`src/rtl/spi_ctrl_pkg.sv`:
```
// spi_ctrl_pkg: shared definitions for the SPI register-frame sequencer.
//   state_t      - sequencer state encoding (also exported on the debug port)
//   frame layout - RW bit 23, ADDR [22:16], DATA [15:0], MSB byte sent first
//   build_frame  - packs a command into the 24-bit frame; reads carry zero data
package spi_ctrl_pkg;

    typedef enum logic [2:0] {
        ST_IDLE  = 3'd0,
        ST_SETUP = 3'd1,
        ST_TRIG  = 3'd2,
        ST_WAIT  = 3'd3,
        ST_HOLD  = 3'd4,
        ST_GAP   = 3'd5
    } state_t;

    localparam int FRAME_W     = 24;
    localparam int FRAME_BYTES = 3;
    localparam int RW_BIT      = 23;
    localparam int ADDR_MSB    = 22;
    localparam int ADDR_LSB    = 16;
    localparam int DATA_MSB    = 15;

    function automatic logic [FRAME_W-1:0] build_frame(input logic        rw,
                                                       input logic [6:0]  addr,
                                                       input logic [15:0] wdata);
        logic [FRAME_W-1:0] f;
        f                     = '0;
        f[RW_BIT]             = rw;
        f[ADDR_MSB:ADDR_LSB]  = addr;
        f[DATA_MSB:0]         = rw ? 16'h0000 : wdata;
        return f;
    endfunction

endpackage

```
`src/rtl/spi_reg_ctrl_if.sv`:
```
// spi_reg_ctrl_if: command/response side of the SPI register-frame sequencer.
//   Handshake: a command transfers on a rising clk edge where cmd_valid and
//   cmd_ready are both high; cmd_* and cfg_* must be stable while cmd_valid is
//   high. rsp_valid is a one-cycle strobe with no back-pressure; rsp_err and
//   rsp_rdata are meaningful only while it is high. busy spans accept to idle.
//   modport slave  - the sequencer
//   modport master - the register/command logic driving it
interface spi_reg_ctrl_if;
    logic        cmd_valid;
    logic        cmd_ready;
    logic        cmd_rw;
    logic [6:0]  cmd_addr;
    logic [15:0] cmd_wdata;
    logic [1:0]  cfg_mode;
    logic [7:0]  cfg_frediv;
    logic        rsp_valid;
    logic        rsp_err;
    logic [15:0] rsp_rdata;
    logic        busy;

    modport slave (
        input  cmd_valid, cmd_rw, cmd_addr, cmd_wdata, cfg_mode, cfg_frediv,
        output cmd_ready, rsp_valid, rsp_err, rsp_rdata, busy
    );

    modport master (
        output cmd_valid, cmd_rw, cmd_addr, cmd_wdata, cfg_mode, cfg_frediv,
        input  cmd_ready, rsp_valid, rsp_err, rsp_rdata, busy
    );
endinterface

```
`src/rtl/spi_reg_ctrl.sv`:
```
// spi_reg_ctrl: turns one accepted command into a 24-bit SPI register frame
// (command byte {rw,addr} then two data bytes) driven through an external
// byte-level SPI master under one frame chip-select.
//   clk, rst_n   - system clock, asynchronous active-low reset
//   cmd_if       - command/response handshake (slave modport)
//   frm_cs_n     - frame chip-select to the device pin
//   spi_mode     - {CPHA,CPOL} to the byte master, frozen per frame
//   spi_frediv   - clock divider to the byte master, frozen per frame
//   spi_trig     - one-cycle byte start pulse
//   spi_wdata    - byte to send, stable from trig until the next trig
//   spi_finish   - one-cycle byte done pulse from the byte master
//   spi_rdata    - received byte, valid with spi_finish
//   dbg_state    - current sequencer state
// All outputs come straight from flops.
module spi_reg_ctrl
    import spi_ctrl_pkg::*;
#(
    parameter int CS_SETUP    = 2,
    parameter int CS_HOLD     = 2,
    parameter int CS_GAP      = 4,
    parameter int TIMEOUT_CYC = 4096
) (
    input  logic                 clk,
    input  logic                 rst_n,
    spi_reg_ctrl_if.slave        cmd_if,
    output logic                 frm_cs_n,
    output logic [1:0]           spi_mode,
    output logic [7:0]           spi_frediv,
    output logic                 spi_trig,
    output logic [7:0]           spi_wdata,
    input  logic                 spi_finish,
    input  logic [7:0]           spi_rdata,
    output state_t               dbg_state
);

    localparam int TW = $clog2(TIMEOUT_CYC + 1);
    // The timer counts 0..N-1, so each phase ends when it reads N-1.
    localparam logic [TW-1:0] SETUP_LAST   = TW'(CS_SETUP - 1);
    localparam logic [TW-1:0] HOLD_LAST    = TW'(CS_HOLD - 1);
    localparam logic [TW-1:0] GAP_LAST     = TW'(CS_GAP - 1);
    localparam logic [TW-1:0] TIMEOUT_LAST = TW'(TIMEOUT_CYC - 1);
    localparam logic [1:0]    LAST_IDX     = 2'(FRAME_BYTES - 1);

    state_t               state_q, state_d;
    logic [TW-1:0]        timer_q, timer_d;
    logic [1:0]           idx_q, idx_d;
    logic [FRAME_W-1:0]   tx_q, tx_d;
    logic [15:0]          rx_q, rx_d;
    logic                 err_q, err_d;
    logic                 cmd_ready_q, cmd_ready_d;
    logic                 busy_q, busy_d;
    logic                 rsp_valid_q, rsp_valid_d;
    logic                 rsp_err_q, rsp_err_d;
    logic [15:0]          rsp_rdata_q, rsp_rdata_d;
    logic                 cs_n_q, cs_n_d;
    logic [1:0]           spi_mode_q, spi_mode_d;
    logic [7:0]           spi_frediv_q, spi_frediv_d;
    logic                 spi_trig_q, spi_trig_d;
    logic [7:0]           spi_wdata_q, spi_wdata_d;

    always_comb begin
        state_d      = state_q;
        timer_d      = timer_q;
        idx_d        = idx_q;
        tx_d         = tx_q;
        rx_d         = rx_q;
        err_d        = err_q;
        cmd_ready_d  = cmd_ready_q;
        busy_d       = busy_q;
        rsp_valid_d  = 1'b0;
        rsp_err_d    = rsp_err_q;
        rsp_rdata_d  = rsp_rdata_q;
        cs_n_d       = cs_n_q;
        spi_mode_d   = spi_mode_q;
        spi_frediv_d = spi_frediv_q;
        spi_trig_d   = 1'b0;
        spi_wdata_d  = spi_wdata_q;

        case (state_q)
            ST_IDLE: begin
                if (cmd_if.cmd_valid) begin
                    tx_d         = build_frame(cmd_if.cmd_rw, cmd_if.cmd_addr, cmd_if.cmd_wdata);
                    spi_mode_d   = cmd_if.cfg_mode;
                    spi_frediv_d = cmd_if.cfg_frediv;
                    idx_d        = '0;
                    timer_d      = '0;
                    rx_d         = '0;
                    err_d        = 1'b0;
                    cmd_ready_d  = 1'b0;
                    busy_d       = 1'b1;
                    state_d      = ST_SETUP;
                end
            end
            ST_SETUP: begin
                // CS drops on the first SETUP edge, one edge after accept.
                cs_n_d = 1'b0;
                if (timer_q == SETUP_LAST) begin
                    timer_d = '0;
                    state_d = ST_TRIG;
                end else begin
                    timer_d = timer_q + 1'b1;
                end
            end
            ST_TRIG: begin
                spi_trig_d  = 1'b1;
                spi_wdata_d = tx_q[FRAME_W-1 -: 8];
                timer_d     = '0;
                state_d     = ST_WAIT;
            end
            ST_WAIT: begin
                // Going through TRIG (whose pulse is registered) leaves one
                // idle cycle between a finish and the next trig.
                if (spi_finish) begin
                    rx_d    = {rx_q[7:0], spi_rdata};
                    tx_d    = {tx_q[FRAME_W-9:0], 8'h00};
                    idx_d   = idx_q + 1'b1;
                    timer_d = '0;
                    state_d = (idx_q == LAST_IDX) ? ST_HOLD : ST_TRIG;
                end else if (timer_q == TIMEOUT_LAST) begin
                    err_d   = 1'b1;
                    timer_d = '0;
                    state_d = ST_HOLD;
                end else begin
                    timer_d = timer_q + 1'b1;
                end
            end
            ST_HOLD: begin
                if (timer_q == HOLD_LAST) begin
                    cs_n_d      = 1'b1;
                    rsp_valid_d = 1'b1;
                    rsp_err_d   = err_q;
                    rsp_rdata_d = rx_q;
                    timer_d     = '0;
                    state_d     = ST_GAP;
                end else begin
                    timer_d = timer_q + 1'b1;
                end
            end
            ST_GAP: begin
                if (timer_q == GAP_LAST) begin
                    cmd_ready_d = 1'b1;
                    busy_d      = 1'b0;
                    timer_d     = '0;
                    state_d     = ST_IDLE;
                end else begin
                    timer_d = timer_q + 1'b1;
                end
            end
            default: begin
                state_d = ST_IDLE;
            end
        endcase
    end

    always_ff @(posedge clk or negedge rst_n) begin
        if (!rst_n) begin
            state_q      <= ST_IDLE;
            timer_q      <= '0;
            idx_q        <= '0;
            tx_q         <= '0;
            rx_q         <= '0;
            err_q        <= 1'b0;
            cmd_ready_q  <= 1'b1;
            busy_q       <= 1'b0;
            rsp_valid_q  <= 1'b0;
            rsp_err_q    <= 1'b0;
            rsp_rdata_q  <= '0;
            cs_n_q       <= 1'b1;
            spi_mode_q   <= 2'b00;
            spi_frediv_q <= 8'd1;
            spi_trig_q   <= 1'b0;
            spi_wdata_q  <= '0;
        end else begin
            state_q      <= state_d;
            timer_q      <= timer_d;
            idx_q        <= idx_d;
            tx_q         <= tx_d;
            rx_q         <= rx_d;
            err_q        <= err_d;
            cmd_ready_q  <= cmd_ready_d;
            busy_q       <= busy_d;
            rsp_valid_q  <= rsp_valid_d;
            rsp_err_q    <= rsp_err_d;
            rsp_rdata_q  <= rsp_rdata_d;
            cs_n_q       <= cs_n_d;
            spi_mode_q   <= spi_mode_d;
            spi_frediv_q <= spi_frediv_d;
            spi_trig_q   <= spi_trig_d;
            spi_wdata_q  <= spi_wdata_d;
        end
    end

    assign cmd_if.cmd_ready = cmd_ready_q;
    assign cmd_if.busy      = busy_q;
    assign cmd_if.rsp_valid = rsp_valid_q;
    assign cmd_if.rsp_err   = rsp_err_q;
    assign cmd_if.rsp_rdata = rsp_rdata_q;
    assign frm_cs_n         = cs_n_q;
    assign spi_mode         = spi_mode_q;
    assign spi_frediv       = spi_frediv_q;
    assign spi_trig         = spi_trig_q;
    assign spi_wdata        = spi_wdata_q;
    assign dbg_state        = state_q;

endmodule

```
`src/flat_wrapper.sv`:
```
// flat-port wrapper written by rule: the top's interface ports become plain ports
module spi_reg_ctrl_flat import spi_ctrl_pkg::*;
#(
    parameter int CS_SETUP    = 2,
    parameter int CS_HOLD     = 2,
    parameter int CS_GAP      = 4,
    parameter int TIMEOUT_CYC = 4096
)
  (clk, rst_n, frm_cs_n, spi_mode, spi_frediv, spi_trig, spi_wdata, spi_finish, spi_rdata, dbg_state, cmd_if_cmd_valid, cmd_if_cmd_rw, cmd_if_cmd_addr, cmd_if_cmd_wdata, cmd_if_cfg_mode, cmd_if_cfg_frediv, cmd_if_cmd_ready, cmd_if_rsp_valid, cmd_if_rsp_err, cmd_if_rsp_rdata, cmd_if_busy);
  spi_reg_ctrl_if cmd_if_i ();
  input  logic clk;
  input  logic rst_n;
  output logic frm_cs_n;
  output logic [1:0] spi_mode;
  output logic [7:0] spi_frediv;
  output logic spi_trig;
  output logic [7:0] spi_wdata;
  input  logic spi_finish;
  input  logic [7:0] spi_rdata;
  output state_t dbg_state;
  input wire logic [$bits(cmd_if_i.cmd_valid)-1:0] cmd_if_cmd_valid;
  input wire logic [$bits(cmd_if_i.cmd_rw)-1:0] cmd_if_cmd_rw;
  input wire logic [$bits(cmd_if_i.cmd_addr)-1:0] cmd_if_cmd_addr;
  input wire logic [$bits(cmd_if_i.cmd_wdata)-1:0] cmd_if_cmd_wdata;
  input wire logic [$bits(cmd_if_i.cfg_mode)-1:0] cmd_if_cfg_mode;
  input wire logic [$bits(cmd_if_i.cfg_frediv)-1:0] cmd_if_cfg_frediv;
  output wire logic [$bits(cmd_if_i.cmd_ready)-1:0] cmd_if_cmd_ready;
  output wire logic [$bits(cmd_if_i.rsp_valid)-1:0] cmd_if_rsp_valid;
  output wire logic [$bits(cmd_if_i.rsp_err)-1:0] cmd_if_rsp_err;
  output wire logic [$bits(cmd_if_i.rsp_rdata)-1:0] cmd_if_rsp_rdata;
  output wire logic [$bits(cmd_if_i.busy)-1:0] cmd_if_busy;
  assign cmd_if_i.cmd_valid = cmd_if_cmd_valid;
  assign cmd_if_i.cmd_rw = cmd_if_cmd_rw;
  assign cmd_if_i.cmd_addr = cmd_if_cmd_addr;
  assign cmd_if_i.cmd_wdata = cmd_if_cmd_wdata;
  assign cmd_if_i.cfg_mode = cmd_if_cfg_mode;
  assign cmd_if_i.cfg_frediv = cmd_if_cfg_frediv;
  assign cmd_if_cmd_ready = cmd_if_i.cmd_ready;
  assign cmd_if_rsp_valid = cmd_if_i.rsp_valid;
  assign cmd_if_rsp_err = cmd_if_i.rsp_err;
  assign cmd_if_rsp_rdata = cmd_if_i.rsp_rdata;
  assign cmd_if_busy = cmd_if_i.busy;
  spi_reg_ctrl #(.CS_SETUP(CS_SETUP), .CS_HOLD(CS_HOLD), .CS_GAP(CS_GAP), .TIMEOUT_CYC(TIMEOUT_CYC)) u_core (.clk(clk), .rst_n(rst_n), .cmd_if(cmd_if_i), .frm_cs_n(frm_cs_n), .spi_mode(spi_mode), .spi_frediv(spi_frediv), .spi_trig(spi_trig), .spi_wdata(spi_wdata), .spi_finish(spi_finish), .spi_rdata(spi_rdata), .dbg_state(dbg_state));
endmodule
```
`config.mk`:
```
export PLATFORM = sky130hd
export DESIGN_NAME = spi_reg_ctrl_flat
export DESIGN_NICKNAME = d
export VERILOG_FILES = /design/src/rtl/spi_ctrl_pkg.sv /design/src/rtl/spi_reg_ctrl_if.sv /design/src/rtl/spi_reg_ctrl.sv /design/src/flat_wrapper.sv
export SDC_FILE = /design/constraint.sdc
export NUM_CORES = 1
export LEC_CHECK = 0
export ABC_AREA = 1
export CORE_MARGIN = 1.5
export CORE_UTILIZATION = 37
export CTS_BUF_LIST = sky130_fd_sc_hd__clkbuf_8 sky130_fd_sc_hd__clkbuf_16
export DETAILED_ROUTE_END_ITERATION = 6
export DONT_BUFFER_PORTS = 1
export HOLD_SLACK_MARGIN = 0.02
export PLACE_DENSITY = 0.52
export SLEW_MARGIN = 40
export SYNTH_ARGS = -nofsm -noshare
export SYNTH_HDL_FRONTEND = slang
export SYNTH_SLANG_ARGS = --single-unit
```
`constraint.sdc`:
```
create_clock -name clk -period 3.1 [get_ports clk]
set_input_delay 0.775 -clock clk [delete_from_list [all_inputs] [get_ports clk]]
set_output_delay 0.775 -clock clk [all_outputs]
set_load 0.02 [all_outputs]
```
==> flow_metrics.tcl <==
set metrics [dict create \
    finalClockSkew_ns 0.00516 \
    fin_nets 540 \
    antenna_cells 0 \
    cellPowerDensity_nw_per_um2 992 \
    clockBufferDepth 2 \
    grt_pass1_wl_microns 16000 \
    drive_above_1_share_pct 15.7 \
    area_delta_synth_final_pct 8.28 \
    max_slew_margin_pct 61.7 \
    n_fill_cell 1186 \
    grt_max_degree 100 \
    regArea_sq_um 2480 \
    min_period_ns 2.18 \
    vias 3131 \
    required_ns 3.39 \
    tightestPinTransition_ns 0.574 \
    first_pass_iters 4 \
    leakagePower_nw 2.28 \
    cts_resized 0 \
    die_y_microns 114 \
    fin_setup_tns_ns 0 \
    root_buffer "clkbuf_16" \
    ant_nets 0 \
    critPathLaunchType "flip-flop" \
    crit_path_cell_trace "nand2_1 -> nor2_2 -> nand2_1 -> buf_4 -> nand2_2 -> buf_4 -> nand3_1 -> nand2_1" \
    dp_hpwl_microns 6650 \
    drv_cap 0 \
    worst_slack_ns 0.923 \
    synth_edf_count 0 \
    drtIter0Drc 141 \
    avgSynthCellArea_sq_um 9.15 \
    rsz0062_at_grt "false" \
    wl_met3_microns 594 \
    syn_inst 497 \
    grt_overflow_total 0 \
    htree_levels 3 \
    finalHoldViolations 0 \
    crit_family "simple AND/OR/NAND/NOR gates" \
    numPortBuffers 0 \
    clk_latency_ns 0.35 \
    viasPerCell 4.87 \
    outcome "complete, no violations" \
    critPathMostFrequentCell "nand2_1" \
    final_common_cell "nand2_1" \
    multiInputGateArea_sq_um 1760 \
    routed_wl_microns 9600 \
    postCtsSetupBuffers 0 \
    drv_slew 0 \
    mostFrequentLayoutCells "166 x nand2_1, 96 x dfrtp_1, 33 x inv_1" \
    peakVddDrop_v 0.000337 \
    grt_pass1_vias 3091 \
    path_class "flip-flop to flip-flop" \
    maxUsedRoutingLayer "met4" \
    met2_length_microns 4280 \
    ios 89 \
    fp.dieArea_sq_um 13000 \
    syn-cell-area_sq_um 4550 \
    hp-class "primary input to asynchronous set/reset pin" \
    cts_tree "yes" \
    synth_ff_type "dfrtp_1" \
    met1_length_microns 4570 \
    cts_buffers 9 \
    place.gp.congestion 0.799 \
    core-area_sq_um 12000 \
    yosysTopAreaCell "dfrtp_1" \
    place_ws_ns 0.942 \
    setup_viol 0 \
    cp.arrival_ns 2.47 \
    start_util_pct 37.9 \
    final_util_pct 41.0 \
    path_max_fanout 21 \
    max_freq_mhz 459 \
    netlist_top_cells_area "dfrtp_1 53%, nand2_1 14%, nand3_1 3.1%" \
    async_flop_share_pct 100 \
    clk_pin_slew_ns 0.07 \
    antenna_found_initial 0 \
    syn_nets 546 \
    synth_seq_cells 99 \
    ys_warn_count 0 \
    postCtsHoldBufs 0 \
    wl_per_cell_microns 14.9 \
    synth_top_area_share_pct 52.8 \
    end_kind "flip-flop" \
    ys_seq_area_share_pct 54.6 \
    path_buf_inv 2 \
    core.rowCount 40 \
    cp_slowest_stage_delay_ns 0.69 \
    finalCritPeriodShare_pct 70.2 \
    grtUsageTotal_pct 15.9 \
    ys_types 37 \
    cp_slowest_cell "dfrtp_1" \
    die_w_microns 114 \
    cts.sink_count 99 \
    drc_errors 0 \
]
-- registers in the layout (all words and copies together) (netlist names), 2 cells and up --
name,cells
u_core.tx_q,24
u_core.cmd_if.rsp_rdata,16
u_core.rx_q,16
u_core.timer_q,13
u_core.spi_frediv,8
u_core.spi_wdata,8
u_core.dbg_state,3
u_core.idx_q,2
u_core.spi_mode,2
-- metrics by stage --
stage / cells / hold slack [ns] / area [sq um] / power, mW
floorplan: 497 / 0.442 / 4550 / 3.49
global placement: 627 / 0.461 / 4610 / 3.73
detailed placement: 627 / 0.465 / 4610 / 3.77
CTS: 643 / 0.104 / 4920 / 4.96
global route: 643 / 0.0991 / 4920 / 5.26
finish: 643 / 0.119 / 4920 / 4.88
-- area by class of cell --
class / count / share of cell area [%]
Sequential cell: 99 / 50.4
Inverter: 43 / 3.28
Clock buffer: 11 / 5.13
Tap cell: 147 / 3.73
Multi-Input combinational cell: 335 / 35.8
Timing Repair Buffer: 3 / 0.457
Clock inverter: 5 / 1.22
-- worst reg2reg max path, stage by stage, from the launching register on --
cell and delay, ns:
dfrtp_1 0.69, nand2_1 0.13, nor2_2 0.14, nand2_1 0.07
buf_4 0.19, nand2_2 0.33, buf_4 0.36, nand3_1 0.14
nand2_1 0.08
-- synthesized netlist by cell type (3+ instances only) --
master	number
buf_6	5
o21ai_2	12
o21ai_1	11
nor2_1	28
xnor2_1	3
xor2_1	7
nand2_1	166
dfstp_2	3
ha_1	3
a22oi_1	8
nand3_1	28
nor2_4	5
a31oi_2	3
buf_4	5
inv_2	10
nor2_2	6
dfrtp_1	96
inv_1	33
nand2_2	4
a31oi_1	4
o21ai_0	22
buf_2	9
o22ai_2	7
-- metal layers --
layer	track usage, %	vias up
li1	-	1582
met1	21.6	1463
met2	23.7	78
met3	5.05	8
met4	6.25	0
met5	0	-
-- worst paths after layout --
kind	startpoint	cells after the start	endpoint	slack, ns
min in group clk	u_core.tx_q[4]$_DFFE_PN0P_	2	u_core.tx_q[4]$_DFFE_PN0P_	0.48
hold / removal	rst_n	0	u_core.timer_q[7]$_DFFE_PN0P_	0.12
max in group asynchronous	rst_n	0	u_core.spi_frediv[0]$_DFFE_PN1P_	2.79
hold reg to reg	u_core.tx_q[4]$_DFFE_PN0P_	2	u_core.tx_q[4]$_DFFE_PN0P_	0.48
setup / recovery	u_core.dbg_state[0]$_DFFE_PN0P_	8	u_core.tx_q[3]$_DFFE_PN0P_	0.92
setup reg to reg	u_core.dbg_state[0]$_DFFE_PN0P_	8	u_core.tx_q[3]$_DFFE_PN0P_	0.92
-- cells by family (layout without fill, tap and decap cells) --
family / count (synthesis) / after routing / synth area share [%]
simple gates: 249 / 249 / 24.2
flops: 99 / 99 / 54.6
compound gates: 73 / 73 / 11.8
buf+inv: 63 / 62 / 6.68
xor+xnor: 10 / 10 / 1.93
fa+ha+maj: 3 / 3 / 0.825
-- report_power, final --
group	leakage (nW)	internal (mW)	total (mW)	switching [mW]
sequential	1.29	1.75	2.30	0.555
clock	0.152	0.672	1.16	0.486
combinational	0.840	0.462	1.42	0.961
total	2.28	2.88	4.88	2.00
Note: power is estimated with default switching activity, not from simulation.
